### src/rtl/crono_irq_gen.sv
// crono_irq_gen: countdown chronometer producing the IRQN alarm request.
// Holds a BCD HH:MM:SS count, decrements it once per TICK_DIV clocks while
// running, and raises IRQN after the count reaches 00:00:00 until acknowledged.
// Ports:
//   clk, reset           - clock and synchronous active-high reset
//   load, ld_h/ld_m/ld_s - load pulse and BCD time to capture (validated)
//   start, stop          - begin/resume and pause the countdown
//   irq_ack              - clears IRQN and returns to idle
//   hh, mm, ss           - current BCD count
//   running              - high while counting
//   load_err             - one-cycle pulse when a load is rejected
//   IRQN                 - registered alarm request, active high
module crono_irq_gen #(
    parameter int unsigned TICK_DIV = 100000000,
    parameter int unsigned CNT_W    = 27
) (
    input  logic       clk,
    input  logic       reset,
    input  logic       load,
    input  logic [7:0] ld_h,
    input  logic [7:0] ld_m,
    input  logic [7:0] ld_s,
    input  logic       start,
    input  logic       stop,
    input  logic       irq_ack,
    output logic [7:0] hh,
    output logic [7:0] mm,
    output logic [7:0] ss,
    output logic       running,
    output logic       load_err,
    output logic       IRQN
);

    typedef enum logic [1:0] {IDLE, RUN, PAUSE, EXPIRED} state_t;

    state_t           state, state_nx;
    logic [CNT_W-1:0] pre, pre_nx;
    logic [7:0]       hh_nx, mm_nx, ss_nx;
    logic [7:0]       hh_dec, mm_dec, ss_dec;
    logic             load_err_nx, irq_nx;
    logic             ld_valid, count_zero, tick;

    function automatic logic bcd_ok(input logic [7:0] v, input logic [7:0] max);
        return (v[7:4] <= 4'd9) && (v[3:0] <= 4'd9) && (v <= max);
    endfunction

    // One-unit BCD decrement of a digit pair; 00 wraps to the given value.
    function automatic logic [7:0] bcd_dec(input logic [7:0] v, input logic [7:0] wrap);
        if (v[3:0] != 4'd0)
            return {v[7:4], v[3:0] - 4'd1};
        else if (v[7:4] != 4'd0)
            return {v[7:4] - 4'd1, 4'd9};
        else
            return wrap;
    endfunction

    assign ld_valid   = bcd_ok(ld_h, 8'h23) && bcd_ok(ld_m, 8'h59) && bcd_ok(ld_s, 8'h59);
    assign count_zero = ({hh, mm, ss} == '0);
    assign tick       = (pre == CNT_W'(TICK_DIV - 1));

    // Borrow ripples from seconds into minutes into hours.
    always_comb begin
        ss_dec = bcd_dec(ss, 8'h59);
        mm_dec = (ss == '0) ? bcd_dec(mm, 8'h59) : mm;
        hh_dec = (ss == '0 && mm == '0) ? bcd_dec(hh, 8'h00) : hh;
    end

    always_comb begin
        state_nx    = state;
        pre_nx      = pre;
        hh_nx       = hh;
        mm_nx       = mm;
        ss_nx       = ss;
        load_err_nx = 1'b0;
        case (state)
            IDLE, PAUSE: begin
                if (load) begin
                    if (ld_valid) begin
                        hh_nx = ld_h;
                        mm_nx = ld_m;
                        ss_nx = ld_s;
                    end else begin
                        load_err_nx = 1'b1;
                    end
                end else if (start && !count_zero) begin
                    state_nx = RUN;
                    pre_nx   = '0;
                end
            end
            RUN: begin
                if (stop) begin
                    state_nx = PAUSE;
                end else if (tick) begin
                    pre_nx = '0;
                    hh_nx  = hh_dec;
                    mm_nx  = mm_dec;
                    ss_nx  = ss_dec;
                    if ({hh_dec, mm_dec, ss_dec} == '0)
                        state_nx = EXPIRED;
                end else begin
                    pre_nx = pre + CNT_W'(1);
                end
            end
            EXPIRED: begin
                if (irq_ack) begin
                    state_nx = IDLE;
                end else if (load) begin
                    if (ld_valid) begin
                        hh_nx = ld_h;
                        mm_nx = ld_m;
                        ss_nx = ld_s;
                    end else begin
                        load_err_nx = 1'b1;
                    end
                end
            end
            default: state_nx = IDLE;
        endcase
        // IRQN follows the EXPIRED state with one cycle of delay.
        irq_nx = (state == EXPIRED) && !irq_ack;
    end

    always_ff @(posedge clk) begin
        if (reset) begin
            state    <= IDLE;
            pre      <= '0;
            hh       <= '0;
            mm       <= '0;
            ss       <= '0;
            running  <= 1'b0;
            load_err <= 1'b0;
            IRQN     <= 1'b0;
        end else begin
            state    <= state_nx;
            pre      <= pre_nx;
            hh       <= hh_nx;
            mm       <= mm_nx;
            ss       <= ss_nx;
            running  <= (state_nx == RUN);
            load_err <= load_err_nx;
            IRQN     <= irq_nx;
        end
    end

endmodule

### config.mk
export PLATFORM = sky130hd
export DESIGN_NAME = crono_irq_gen
export DESIGN_NICKNAME = d
export VERILOG_FILES = /design/src/rtl/crono_irq_gen.sv
export SDC_FILE = /design/constraint.sdc
export NUM_CORES = 1
export LEC_CHECK = 0
export BUFFER_PORTS_ARGS = -buffer_cell sky130_fd_sc_hd__buf_2
export CORE_MARGIN = 10
export CORE_UTILIZATION = 40
export DETAILED_ROUTE_END_ITERATION = 12
export PLACE_DENSITY = 0.71
export SLEW_MARGIN = 15
export SYNTH_ARGS = -nofsm -noshare
export SYNTH_HDL_FRONTEND = slang
export SYNTH_SLANG_ARGS = --single-unit
export TNS_END_PERCENT = 10
### constraint.sdc
create_clock -name clk -period 6.2 [get_ports clk]
set_clock_uncertainty 0.15 [all_clocks]
set_input_delay 0.62 -clock clk [delete_from_list [all_inputs] [get_ports clk]]
set_output_delay 0.62 -clock clk [all_outputs]
set_load 0.02 [all_outputs]
# Yosys cells after proc, flatten, opt, wreduce, memory -nomap -nowiden

Cells that the tools add are included.

Bits in registers: 56
Bits in latches: 0
Memory bits (writable): 0
ROM bits: 0
Input port bits: 30
Output and inout bits: 27
Word-level logic and storage cells: 104
Memories kept: 0

$add $sub $neg: 7
$mul: 0
Divide/modulo/power cells: 0
$lt $le $gt $ge: 9
Eq/ne operators: 10
Shifts and indexed selects: 0
Mux-type cells: 42
Bitwise gates (word level): 0
Reduce and logical (&&, ||, !) cells: 28

Operators with widths:

| cell                                                | number |
|---|---|
| 2-to-1 mux 8 bit                                    | 23 |
| 2-to-1 mux 27 bit                                   | 4 |
| one-hot mux 8 bit (3 select lines)                  | 3 |
| one-hot mux 27 bit (2 select lines)                 | 1 |
| logical NOT 24 bit                                  | 2 |
| adder 27 x 1 -> 27 bit, second input constant       | 1 |
| equality test 27 bit, second input constant         | 1 |
| <= comparator 4 bit, second input constant          | 6 |
| nonzero test 4 bit                                  | 6 |
| subtractor 4 x 1 -> 4 bit, second input constant    | 6 |
| <= comparator 8 x 7 -> 1 bit, second input constant | 2 |
| logical NOT 8 bit                                   | 2 |
| 2-to-1 mux 2 bit                                    | 6 |
| logical AND 1 bit                                   | 11 |
| inequality test 2 bit, second input constant        | 5 |
| <= comparator 8 x 6 -> 1 bit, second input constant | 1 |
| one-hot mux 2 bit (3 select lines)                  | 1 |
| equality test 2 x 1 -> 1 bit, second input constant | 2 |
| equality test 2 bit, second input constant          | 2 |
| AND reduction 4 bit                                 | 1 |
| 2-to-1 mux 1 bit                                    | 3 |
| AND reduction 3 bit                                 | 1 |
| logical NOT 1 bit                                   | 2 |
| logical NOT 2 bit                                   | 1 |
| other kinds (3)                                     | 3 |

# Longest topological paths before layout

Depth in word-level cells: 10
Depth in mapped cells: 8
Gate-level depth less buffers: 6

# Worst setup path before layout

OpenSTA, ideal clock, no wires.

Kind: reg-to-reg
Start: register ss[0]
End: register running
Setup time: 115 ps
Arrival time: 2578 ps
Required time: 5935 ps
Slack: 3357 ps
Stages on the path, launching flop included: 7
Buffers on the path: 0
Clock period less this slack: 2843 ps
Cells stage by stage: dfxtp_1 -> nor4_1 -> nand2_1 -> or4_1 -> xnor2_1 -> or4_1 -> and3_1

Longest elaborated chain between the ends: 9
Elaborated cells on any way between the ends: 18
Those cells by class: 1 x add/sub; 1 x eq/ne; 9 x mux; 7 x reduce/logical

Ends and longest elaborated chain:

| what                                                              | RTL line | text |
|---|---|---|
| start: declaration                                                | 28       | `output logic [7:0] ss,` |
| start signal: assignment                                          | 138      | `ss <= ss_nx;` |
| branches (longest 7 deep; another with subtractor 4 x 1 -> 4 bit) | n/a      |  |
| one-hot mux 2 bit (3 select lines) *                              | 75       | `case (state)` |
| equality test 2 x 1 -> 1 bit *                                    | 139      | `running <= (state_nx == RUN);` |
| end signal: assignment                                            | 139      |  |
| end: declaration                                                  | 29       | `output logic running,` |

Mark *: on every way between the ends.
A chain may end at the register's enable or synchronous reset.

# Worst setup path after layout

Start: register pre[8]
End: register hh[7]

Longest elaborated chain between the ends: 3

Ends and longest elaborated chain:

| what                                   | RTL line | text |
|---|---|---|
| start: declaration                     | 37       | `logic [CNT_W-1:0] pre, pre_nx;` |
| start signal: assignment               | 135      | `pre <= pre_nx;` |
| equality test 27 bit                   | 59       | `assign tick = (pre == CNT_W'(TICK_DIV - 1));` |
| inequality test 2 bit (no source line) | n/a      |  |
| AND reduction 3 bit (no source line)   | n/a      |  |
| end signal: assignment                 | 136      | `hh <= hh_nx;` |
| end: declaration                       | 26       | `output logic [7:0] hh,` |

Every way passes these cells.

==> impl_metrics.py <==
metrics = {
    "run_status": {
        "status": "completed",
    },
    "routing": {
        "wl_mm": 8.48,
        "drtAntennaViolNets": 0,
        "drc": 0,
        "dr.pass1.iters": 4,
        "vias_per_cell": 5.63,
        "wl_per_cell_um": 15.3,
        "via_count": 3119,
        "drt_iter0_drc": 130,
    },
    "synth": {
        "synth_area_um2": 3110,
        "async_flop_share_pct": 0,
        "ys_seq_area_share_pct": 36.0,
        "ys.warnings.count": 0,
        "synth_cell_types": 52,
        "syn_avg_cell_area_um2": 7.63,
        "ys_seq_elements": 56,
        "synth_nets": 439,
        "synth_flop_cell": "dfxtp_1",
        "synth_edf_count": 0,
        "syn_inst": 408,
    },
    "clocking": {
        "clockBufferDepth": 2,
        "clk_pin_slew_ns": 0.10,
        "cts_sinks": 56,
        "ctsResizeCount": 0,
        "cts_root_buffer": "clkbuf_8",
        "clk_latency_ns": 0.31,
        "ctsHtreeMaxLevel": 2,
        "hold_buffers": 0,
        "cts_inserted_buffers": 5,
        "cts_setup_buffers": 0,
        "cts_tree": "done",
    },
    "job": {
        "maxCapViolCount": 0,
    },
    "sta": {
        "fmax_mhz": 309,
        "fin_crit_ns": 3.24,
        "finalCritPeriodShare_pct": 52.2,
        "finalHoldViolations": 0,
        "setup-tns-final_ns": 0,
        "worstMarginPinSlew_ns": 1.00,
        "setup_viol": 0,
        "rsz0062_at_grt": "false",
        "relSlewSlack_pct": 33.2,
        "finalMaxSlewViolations": 0,
    },
    "grt": {
        "antenna_found_initial": 0,
        "grt_max_degree": 31,
        "grt_overflow": 0,
        "grt_usage_pct": 14.1,
        "grt_pass1_wl_mm": 13.8,
        "grt_pass1_vias": 2912,
    },
    "worst_setup_path": {
        "worstSetupPathType": "reg2reg",
        "r2r_start": "pre[8]",
        "cp-endpoint": "hh[7]",
        "rr_worst_depth": 6,
        "arrival_ns": 3.30,
        "reg2reg_slack_ns": 2.96,
        "cp_max_fo": 19,
        "r2r_end": "hh[7]",
        "cp.required_ns": 6.27,
        "end_kind": "register",
        "cp-start-kind": "register",
        "crit_start": "pre[8]",
    },
    "power_and_ir_drop": {
        "p_leak_uw": 0.00134,
        "pwr_density_cell_nw_per_um2": 173,
        "intPower_uw": 464,
        "swShare_pct": 23.8,
        "combPwrFrac_pct": 5.9,
        "vdd_drop_max_v": 0.0000968,
        "seqPwrFrac_pct": 59.3,
        "p_clk_share_pct": 34.8,
        "switchingPower_uw": 145,
    },
    "floorplanning": {
        "die_w_um": 108,
        "rows": 32,
        "io_pins": 57,
        "start_util_pct": 40.7,
        "die_y_um": 108,
        "core_um2": 7650,
        "dieArea_um2": 11700,
    },
    "layout": {
        "fillCellCount": 808,
        "area_growth_pct": 13.1,
        "final_common_cell": "nor2_1",
        "fin_nets": 482,
        "antenna_cells": 0,
        "fin_util_pct": 46.0,
        "drive_above_1_share_pct": 17.5,
        "final_cell_mix": "nor2_1, dfxtp_1, buf_2",
    },
    "placed_design": {
        "place.port_buffers": 56,
        "hpwl_mm": 6.23,
        "gp_congestion": 0.857,
    },
    "hold_path": {
        "hp-class": "reg2reg",
    },
}
==> worst max-delay path: stages (launching register included) <==
cell and delay [ns]:
dfxtp_1 0.35, or4_1 0.52, or4_4 0.56, nor4_4 0.49
or2_1 0.69, o21ai_0 0.17, and3b_1 0.20
==> worst min path at each step <==
stage	start	endpoint	slack (ns)	cells after the start
after detailed placement	mm[7]	mm[7]	0.32	2
after floorplan	pre[26]	pre[26]	0.30	2
final	mm[7]	mm[7]	0.35	2
after CTS	mm[7]	mm[7]	0.35	2
after global routing	mm[7]	mm[7]	0.37	2
after global placement	pre[26]	pre[26]	0.32	2
==> final cells by class <==
cell class / instances / area (um^2) / share of cell area [%]
Multi-Input combinational cell: 326 / 1870 / 53.1
Sequential cell: 56 / 1120 / 31.9
Timing Repair Buffer: 58 / 295 / 8.39
Tap cell: 102 / 128 / 3.63
Clock buffer: 6 / 82.6 / 2.35
Inverter: 4 / 15.0 / 0.427
Clock inverter: 2 / 10.0 / 0.284
==> flip-flops by register name, indices dropped and copies added, names as in the netlist <==
signal,count
ss,8
pre,27
hh,8
state,2
mm,8
load_err,1
running,1
IRQN,1
==> logic make-up (layout without fill, tap and decap cells) <==
| kind of cell | count (synthesis) | in the layout | share of synthesized area, % |
|---|---|---|---|
| xor gates and xnor gates | 22 | 22 | 6.19 |
| AOI/OAI and AO/OA | 97 | 97 | 18.8 |
| DFF | 56 | 56 | 36.0 |
| muxes | 4 | 4 | 1.29 |
| and+or+nand+nor | 202 | 202 | 33.3 |
| buffers and inverters | 26 | 70 | 3.98 |
| adders and majority gates | 1 | 1 | 0.402 |
==> per-stage QoR <==
step           setup slack, ns  hold slack (ns)  std cells  area (um^2)  power, uW
2_1_floorplan             3.36            0.304        408         3110        388
3_3_place_gp              3.03            0.323        546         3430        405
3_5_place_dp              2.99            0.325        546         3430        405
4_1_cts                   2.96            0.347        554         3520        614
5_1_grt                   2.72            0.369        554         3520        633
6_report                  2.96            0.352        554         3520        609
==> metal layers <==
| metal | track usage [%] | part of all wire, % |
|---|---|---|
| met1 | 17.0 | 43 |
| met2 | 23.1 | 47 |
| met3 | 4.40 | 8.3 |
| met4 | 4.96 | 1.9 |
| met5 | 0 | 0 |
==> synth_stat cells, types with 4 or more instances <==
cell type | n | area, um^2
nand2_1 | 41 | 154
clkbuf_1 | 16 | 60.1
a21oi_1 | 33 | 165
xor2_1 | 8 | 70.1
and3_1 | 5 | 31.3
or4_1 | 5 | 37.5
xnor2_1 | 14 | 123
nor4_1 | 10 | 62.6
a211o_1 | 4 | 35.0
nand3_1 | 15 | 75.1
o31ai_1 | 5 | 37.5
nor3b_1 | 4 | 30.0
mux2i_1 | 4 | 40.0
o21ai_0 | 27 | 135
and2_1 | 4 | 25.0
or2_2 | 5 | 31.3
nand4_1 | 13 | 81.3
nand2b_1 | 5 | 31.3
a211oi_1 | 5 | 37.5
dfxtp_1 | 56 | 1120
nor2_1 | 57 | 214
nor3_1 | 16 | 80.1
o211ai_1 | 7 | 52.6
or3_1 | 5 | 31.3
inv_1 | 4 | 15.0
==> power groups by stage <==
stage	combinational, uW	sequential [uW]	clock [uW]
after floorplan	18.4	370	0
after global placement	35.3	369	0
after detailed placement	35.7	369	0
after CTS	35.9	361	217
after global routing	39.5	361	232
final	35.8	361	212
(Power assumes the default switching activity.)
